File: config.mk
export PLATFORM = sky130hd
export DESIGN_NAME = jk_cmd_sequencer
export DESIGN_NICKNAME = d
export VERILOG_FILES = /design/src/rtl/jk_pkg.sv /design/src/rtl/jk_cmd_fifo.sv /design/src/rtl/jk_cmd_sequencer.sv
export SDC_FILE = /design/constraint.sdc
export NUM_CORES = 1
export LEC_CHECK = 0
export ABC_AREA = 1
export ABC_CLOCK_PERIOD_IN_PS = 2100
export CAP_MARGIN = 10
export CORE_MARGIN = 4
export CORE_UTILIZATION = 45
export CTS_CLUSTER_DIAMETER = 60
export CTS_CLUSTER_SIZE = 8
export DETAILED_ROUTE_END_ITERATION = 10
export GPL_TIMING_DRIVEN = 1
export PLACE_DENSITY = 0.65
export SLEW_MARGIN = 5
export SYNTH_ARGS = -nofsm -noshare
export SYNTH_HDL_FRONTEND = slang
export SYNTH_SLANG_ARGS = --single-unit
File: constraint.sdc
create_clock -name clk -period 2.1 [get_ports clk]
set_input_delay 0.315 -clock clk [delete_from_list [all_inputs] [get_ports clk]]
set_output_delay 0.315 -clock clk [all_outputs]
set_load 0.02 [all_outputs]
File: src/rtl/jk_pkg.sv
// jk_pkg: shared op encodings, command widths, FSM states and JK next-state helper
package jk_pkg;
  localparam int CMD_LEN_W = 4;
  localparam int CMD_W = 2 + CMD_LEN_W;
  typedef enum logic [1:0] {OP_HOLD = 2'b00, OP_RESET = 2'b01, OP_SET = 2'b10, OP_TOGGLE = 2'b11} op_e;
  typedef enum logic {IDLE = 1'b0, RUN = 1'b1} state_e;
  function automatic logic jk_next(input logic j, input logic k, input logic q);
    return (j && k) ? !q : j ? 1'b1 : k ? 1'b0 : q;
  endfunction
endpackage

File: src/rtl/jk_cmd_fifo.sv
// jk_cmd_fifo: synchronous show-ahead command queue with full/empty flags
module jk_cmd_fifo #(
  parameter int DEPTH = 4,
  parameter int W = 6
) (
  input  logic         clk,
  input  logic         rst_n,
  input  logic         wr_en,
  input  logic [W-1:0] din,
  input  logic         rd_en,
  output logic [W-1:0] dout,
  output logic         full,
  output logic         empty
);
  localparam int AW = $clog2(DEPTH);
  logic [AW:0] wr_ptr_q, wr_ptr_d, rd_ptr_q, rd_ptr_d;
  logic [W-1:0] mem_q [DEPTH];
  assign full = wr_ptr_q == {~rd_ptr_q[AW], rd_ptr_q[AW-1:0]};
  assign empty = wr_ptr_q == rd_ptr_q;
  assign dout = mem_q[rd_ptr_q[AW-1:0]];
  // pointers carry an extra wrap bit so full and empty are distinguishable
  always_comb begin
    wr_ptr_d = wr_ptr_q + (AW+1)'(wr_en && !full);
    rd_ptr_d = rd_ptr_q + (AW+1)'(rd_en && !empty);
  end
  // pointer registers
  always_ff @(posedge clk) begin
    if (!rst_n) begin
      wr_ptr_q <= '0;
      rd_ptr_q <= '0;
    end else begin
      wr_ptr_q <= wr_ptr_d;
      rd_ptr_q <= rd_ptr_d;
    end
  end
  // storage is not reset; the pointers define which entries are valid
  always_ff @(posedge clk) begin
    if (wr_en && !full) mem_q[wr_ptr_q[AW-1:0]] <= din;
  end
endmodule

File: src/rtl/jk_cmd_sequencer.sv
// jk_cmd_sequencer: queues JK commands, drives j/k for each command's duration and checks q feedback
module jk_cmd_sequencer
  import jk_pkg::*;
#(
  parameter int FIFO_DEPTH = 4
) (
  input  logic                 clk,
  input  logic                 rst_n,
  input  logic                 cmd_valid,
  output logic                 cmd_ready,
  input  logic [1:0]           cmd_op,
  input  logic [CMD_LEN_W-1:0] cmd_len,
  output logic                 j,
  output logic                 k,
  input  logic                 q_fb,
  output logic                 busy,
  output logic                 done,
  output logic                 mismatch
);
  logic [CMD_W-1:0] f_dout, pend_q, pend_d;
  logic f_full, f_empty, f_rd, last, take;
  logic pend_v_q, pend_v_d, rdy_q, chk_q;
  logic j_q, j_d, k_q, k_d, done_q, done_d, q_exp_q, q_exp_d, mismatch_q, mismatch_d;
  logic [CMD_LEN_W-1:0] cnt_q, cnt_d;
  state_e state_q, state_d;
  jk_cmd_fifo #(.DEPTH(FIFO_DEPTH), .W(CMD_W)) u_fifo (
    .clk(clk), .rst_n(rst_n), .wr_en(cmd_valid && cmd_ready), .din({cmd_op, cmd_len}),
    .rd_en(f_rd), .dout(f_dout), .full(f_full), .empty(f_empty)
  );
  assign cmd_ready = rst_n && rdy_q && !f_full;
  assign {j, k, done, mismatch} = {j_q, k_q, done_q, mismatch_q};
  assign busy = state_q == RUN || !f_empty || pend_v_q;
  // a one-entry staging register holds the next popped command so the following command starts with no gap
  always_comb begin
    last = state_q == IDLE || cnt_q == '0;
    take = last && pend_v_q;
    f_rd = !f_empty && (!pend_v_q || take);
    pend_v_d = f_rd || (pend_v_q && !take);
    pend_d = f_rd ? f_dout : pend_q;
    state_d = last ? (pend_v_q ? RUN : IDLE) : RUN;
    {j_d, k_d} = last ? (pend_v_q ? pend_q[CMD_W-1 -: 2] : 2'b00) : {j_q, k_q};
    cnt_d = last ? pend_q[CMD_LEN_W-1:0] : cnt_q - 1'b1;
    done_d = last ? (pend_v_q && pend_q[CMD_LEN_W-1:0] == '0) : cnt_q == CMD_LEN_W'(1);
    q_exp_d = jk_next(j_q, k_q, q_exp_q);
    mismatch_d = mismatch_q || (chk_q && q_fb != q_exp_q);
  end
  // FSM and registered outputs; checking starts one cycle after reset release
  always_ff @(posedge clk) begin
    if (!rst_n) begin
      state_q <= IDLE;
      cnt_q <= '0;
      pend_q <= '0;
      pend_v_q <= 1'b0;
      {j_q, k_q, done_q} <= 3'b000;
      q_exp_q <= 1'b0;
      mismatch_q <= 1'b0;
      chk_q <= 1'b0;
      rdy_q <= 1'b0;
    end else begin
      state_q <= state_d;
      cnt_q <= cnt_d;
      pend_q <= pend_d;
      pend_v_q <= pend_v_d;
      {j_q, k_q, done_q} <= {j_d, k_d, done_d};
      q_exp_q <= q_exp_d;
      mismatch_q <= mismatch_d;
      chk_q <= 1'b1;
      rdy_q <= 1'b1;
    end
  end
endmodule

After elaboration in Yosys (flattened, before gate mapping)
Memory sizes are Yosys's and may differ from the RTL's. A register that Yosys moved wholly into a read port is not among the register bits.
Index checks and enable logic that the tools add are counted.
{"block": "op_classes", "n_mux": 11, "bitwise": 2, "reduce_logical": 26, "n_addsub": 3, "n_eq_ne": 4}
{"operator": "1-bit logical AND", "count": 11}
{"operator": "1-bit two-way mux", "count": 9}
{"operator": "4-bit logical NOT", "count": 2}
{"operator": "3-bit by 1-bit adder with 3-bit output", "count": 2}
{"operator": "3-bit equality test", "count": 2}
{"operator": "1-bit logical NOT", "count": 6}
{"operator": "1-bit logical OR", "count": 6}
{"operator": "4-bit by 1-bit equality test with 1-bit output (second input constant)", "count": 1}
{"operator": "4-bit two-way mux", "count": 1}
{"operator": "4-bit by 1-bit subtractor with 4-bit output (second input constant)", "count": 1}
{"operator": "3-bit nonzero test", "count": 1}
{"operator": "2-bit two-way mux", "count": 1}
{"operator": "1-bit NOT", "count": 2}
{"operator": "1-bit inequality test", "count": 1}
{"block": "word_totals", "ramBits": 24, "ff_bits": 18, "mem_count": 1, "input_bits": 10, "wordCells": 58, "output_inout_bits": 6}
{"memory": "u_fifo.mem_q", "words": 4, "word_bits": 6, "read_ports": 1, "rd_clocked_by_memory_dff": 1, "write_ports": 1, "line_no": "jk_cmd_fifo.sv:17", "source": "logic [W-1:0] mem_q [DEPTH];"}

Depth between registers and ports, before layout
{"block": "depth", "ltp_word": 8, "depth_mapped": 11}

By module
From an unflattened synthesis, not the netlist that was laid out.
{"block": "hier_totals", "hier_cells": 223, "hier_area_um2": 2117.0}
{"module": "jk_cmd_fifo", "n_inst": 1, "cells_per_inst": 113, "area_per_inst_um2": 1260.0}
{"module": "jk_cmd_sequencer", "n_inst": 1, "cells_per_inst": 110, "area_per_inst_um2": 857.1}

Least setup slack after synthesis
No wires, ideal clock.
{"block": "synth_timing", "path_kind": "reg2reg", "start": "reg cnt_q[0]", "end": "reg u_fifo.rd_ptr_q[2]", "n_path_buf": 1, "t_arrival_ns": 1.541, "path_slack_ns": 0.440, "t_required_ns": 1.981, "path_stages_with_launch": 12, "cell_sequence": "dfxtp_1 -> inv_1 -> ha_1 -> nand3_1 -> nand3_1 -> nand2_2 -> buf_6 -> inv_1 -> ha_1 -> ha_1 -> xnor2_1 -> nor2_1"}
{"block": "synth_via", "elab_chain_len": 7}
{"item": "from (decl)", "line_no": "jk_cmd_sequencer.sv:24", "source": "logic [CMD_LEN_W-1:0] cnt_q, cnt_d;"}
{"item": "from (signal assigned)", "line_no": "jk_cmd_sequencer.sv:61", "source": "cnt_q <= cnt_d;"}
{"item": "4-bit logical NOT", "line_no": "jk_cmd_sequencer.sv:35", "source": "last = state_q == IDLE || cnt_q == '0;"}
{"item": "1-bit logical OR", "line_no": "jk_cmd_sequencer.sv:35"}
{"item": "1-bit logical AND", "line_no": "jk_cmd_sequencer.sv:36", "source": "take = last && pend_v_q;"}
{"item": "1-bit logical OR", "line_no": "jk_cmd_sequencer.sv:37", "source": "f_rd = !f_empty && (!pend_v_q || take);"}
{"item": "1-bit logical AND", "line_no": "jk_cmd_sequencer.sv:37"}
{"item": "1-bit logical AND", "line_no": "jk_cmd_fifo.sv:24", "source": "rd_ptr_d = rd_ptr_q + (AW+1)'(rd_en && !empty);"}
{"item": "3-bit by 1-bit adder with 3-bit output", "line_no": "jk_cmd_fifo.sv:24"}
{"item": "to (signal assigned)", "line_no": "jk_cmd_fifo.sv:33", "source": "rd_ptr_q <= rd_ptr_d;"}
{"item": "to (decl)", "line_no": "jk_cmd_fifo.sv:16", "source": "logic [AW:0] wr_ptr_q, wr_ptr_d, rd_ptr_q, rd_ptr_d;"}
Every way passes these cells.
A chain may end at the register's enable or synchronous reset.

Final worst setup path
{"block": "layout_timing", "start": "reg u_fifo.wr_ptr_q[1]", "end": "out cmd_ready"}
{"block": "layout_via", "elab_chain_len": 3}
{"item": "from (decl)", "line_no": "jk_cmd_fifo.sv:16"}
{"item": "from (signal assigned)", "line_no": "jk_cmd_fifo.sv:32", "source": "wr_ptr_q <= wr_ptr_d;"}
{"item": "3-bit equality test", "line_no": "jk_cmd_fifo.sv:18", "source": "assign full = wr_ptr_q == {~rd_ptr_q[AW], rd_ptr_q[AW-1:0]};"}
{"item": "1-bit logical NOT", "line_no": "jk_cmd_sequencer.sv:30", "source": "assign cmd_ready = rst_n && rdy_q && !f_full;"}
{"item": "1-bit logical AND", "line_no": "jk_cmd_sequencer.sv:30"}
{"item": "to (decl)", "line_no": "jk_cmd_sequencer.sv:10", "source": "output logic cmd_ready,"}
Every way passes these cells.

==> key figures <==
Cells and area
  • Final Util: around 56%
  • Layout cells sized above 1: 7.950%
  • Layout overhead on the synthesized area: 16.96%
  • Final instance area: about 2300 um^2
  • Diode count: 0
  • Total Nets Final: 254

Logic synthesis
  • Yosys top cell area share: 36.46%
  • Mapped Cells: 214
  • Leading area contributor after synthesis: edfxtp_1
  • Mapped Area: 1977 um^2
  • Mapped Nets: between 200 and 250
  • Post-synthesis sequential area ratio: 60.76%
  • Avg Inst Size Synth: between 9 and 10 um^2
  • Netlist cell types: 18
  • Synth warnings: 0
  • Yosys reg bits: 48
  • Synth top area cells: edfxtp_1 36%, dfxtp_1 24%, nor2_1 7.6%

Routing
  • Wire length per cell: 11.28 um
  • Via count: 1367
  • Pre-Repair DR Iteration Count: 4
  • DRC errors left: 0
  • WL final: between 3000 and 4000 um
  • Average via count per standard cell: 4.730
  • Initial DRC Count: 80
  • Final ANT Viol Nets: 0

Worst setup path
  • Crit path kind: reg -> out
  • Worst reg-to-reg path cell count: 10
  • Largest stage delay, worst path: roughly 0.42 ns
  • Most used cell, CP: nand2_1
  • Max FO, Critical Path: 5
  • Crit path DAT: 1.50 ns
  • Worst R2R End: u_fifo.rd_ptr_q[2]
  • Crit. End Element: primary output
  • Startpoint types: flop
  • Crit-path cells: inv_1 -> nand2_1 -> nand2_1 -> nand4_1 -> nand2_1 -> inv_1 -> dlygate4sd2_1
  • FF-to-FF Start: cnt_q[0]
  • Crit path required time: about 1.8 ns
  • Worst R2R Setup Slack: approximately 0.44 ns
  • CP max stage cell: dfxtp_1

Status
  • Status: completed

STA
  • Final period util: around 87%
  • Setup Skew: 0.008325 ns
  • Final Setup Violations: 0
  • Tmin final: roughly 1.8 ns
  • Worst slew margin: 84.43%
  • Final hold vios: 0
  • Worst slew pin tran: 0.2333 ns
  • RSZ-0062 raised after global routing: false
  • Slew Viols, Final: 0
  • Fmax: 0.5503 GHz
  • Total negative slack: 0 ns

Min path
  • Worst min path class: reg -> reg
  • Min-delay src: k
  • Hold endpoint: q_exp_q
  • Hold depth: 1

Floorplanning
  • Starting Density: 48.04%
  • IO Pins: 16
  • Die Width: 74.28 um
  • Site Rows: 23
  • DIE AREA: around 5500 um^2
  • Core area: 4115 um^2
  • Die height: 74.28 um

Clock tree
  • TritonCTS clock tree: built
  • Clock sinks: 48
  • CTS root buf: clkbuf_8
  • H-tree Lvls: 2
  • Reg clk slew, reported paths: around 0.09 ns
  • CTS Buf Count: 5
  • Deepest clock path buffer count: 2
  • Post-CTS Hold Buffers: 0
  • Postcts setup bufs: 0
  • Worst-Skew Late Latency: 0.31 ns

GRT
  • Antenna violations before repair: 0
  • Pin count of the biggest net entering global routing: 19
  • Grt ovf: 0
  • First-pass GRT wire length: 5533 um
  • Vias in the first global route: 1268
  • Total track usage: 13.33%

Pwr
  • Power, Total: 2.397 mW
  • Pwr/cell area: 1037 nW/um^2
  • Leakage: 0.9958 nW
  • Peak VDD IR: ~0.48 mV

Placed design
  • Dpl hpwl: 2278 um
  • DP Area: 2216 um^2
  • IO Port Bufs: 15
  • Final GP Congestion: 0.7183

Job
  • Max-Cap Viols: 0
[critical path, delay by kind of cell (launching register included)]
kind | cells | cell delay (ns)
AND/OR/NAND/NOR | 4 | 0.32
flip-flops | 1 | 0.42
buffers and inverters | 3 | 0.47
[final cells by class]
cell class | count | area, um^2
clock buffers | 5 | 68.82
fillers | 397 | 1803
repair buffers | 23 | 211.5
well taps | 50 | 62.56
clock inverters | 3 | 23.77
multi-input cells | 133 | 640.6
inverters | 27 | 103.9
flip-flops and latches | 48 | 1201
[logic make-up (layout without fill, tap and decap cells)]
| group | count (synthesis) | after routing | synth area share, % |
|---|---|---|---|
| AOI/OAI and AO/OA | 34 | 34 | 8.608 |
| xor gates and xnor gates | 5 | 5 | 2.216 |
| buffers and inverters | 33 | 58 | 6.835 |
| and+or+nand+nor | 88 | 88 | 17.78 |
| DFF | 48 | 48 | 60.76 |
| adders and majority gates | 6 | 6 | 3.797 |
[metrics by stage]
step	instances	setup WS, ns	hold WS, ns
after floorplan	214	0.4402	0.3427
after global routing	289	0.1525	0.4990
final	289	0.2827	0.4687
after global placement	281	0.1754	0.4473
after detailed placement	281	0.1712	0.4597
after CTS	289	0.02102	0.4794
[cell usage in the layout, fill, tap and decap left out, types with 8 or more instances in the layout]
cell type	n
buf_4	8
clkdlybuf4s50_1	13
edfxtp_1	24
nor2_1	40
a21oi_1	10
o21ai_0	24
nand2_1	37
dfxtp_1	24
nand3_1	8
inv_1	26
[synth_stat cells, drive strengths merged]
master   n
a21oi   10
buf      4
clkbuf   2
dfxtp   24
edfxtp  24
ha       6
inv     27
nand2   38
nand3    9
nand4    1
nor2    40
o21ai   24
xnor2    2
xor2     3
[state kept, by name, summed over array words and instances, names as in the netlist]
register / count
u_fifo.wr_ptr_q: 3
u_fifo.rd_ptr_q: 3
done: 1
u_fifo.mem_q: 24
j: 1
state_q: 1
pend_v_q: 1
mismatch: 1
q_exp_q: 1
cnt_q: 4
k: 1
chk_q: 1
pend_q: 6
[layer usage]
metal	up-vias	wire length, um	track usage [%]
li1	735	-	-
met1	608	1588	16.77
met2	20	1484	21.56
met3	4	140	4.054
met4	0	46	5.336
met5	-	0	0
[power breakdown]
part	switching, mW	total, mW	leakage, nW	internal [mW]
Clock	0.314	0.550	0.0404	0.236
Sequential	0.0650	1.17	0.413	1.10
Combinational	0.408	0.680	0.542	0.272
[how the worst max path moves through the flow]
stage	from	end	slack, ns	cells after the start
2_1_floorplan	cnt_q[0]	u_fifo.rd_ptr_q[2]	0.44	11
3_3_place_gp	rst_n	cmd_ready	0.18	6
3_5_place_dp	rst_n	cmd_ready	0.17	6
4_1_cts	u_fifo.wr_ptr_q[1]	busy	0.02	7
5_1_grt	u_fifo.wr_ptr_q[0]	cmd_ready	0.15	7
6_report	u_fifo.wr_ptr_q[1]	cmd_ready	0.28	7
[what timing repair did]
item	4_1_cts	5_1_grt
endpoints found under the setup margin	1	1
endpoints found under the hold margin	0	0
resized for setup	2	1
(Power assumes the default switching activity.)
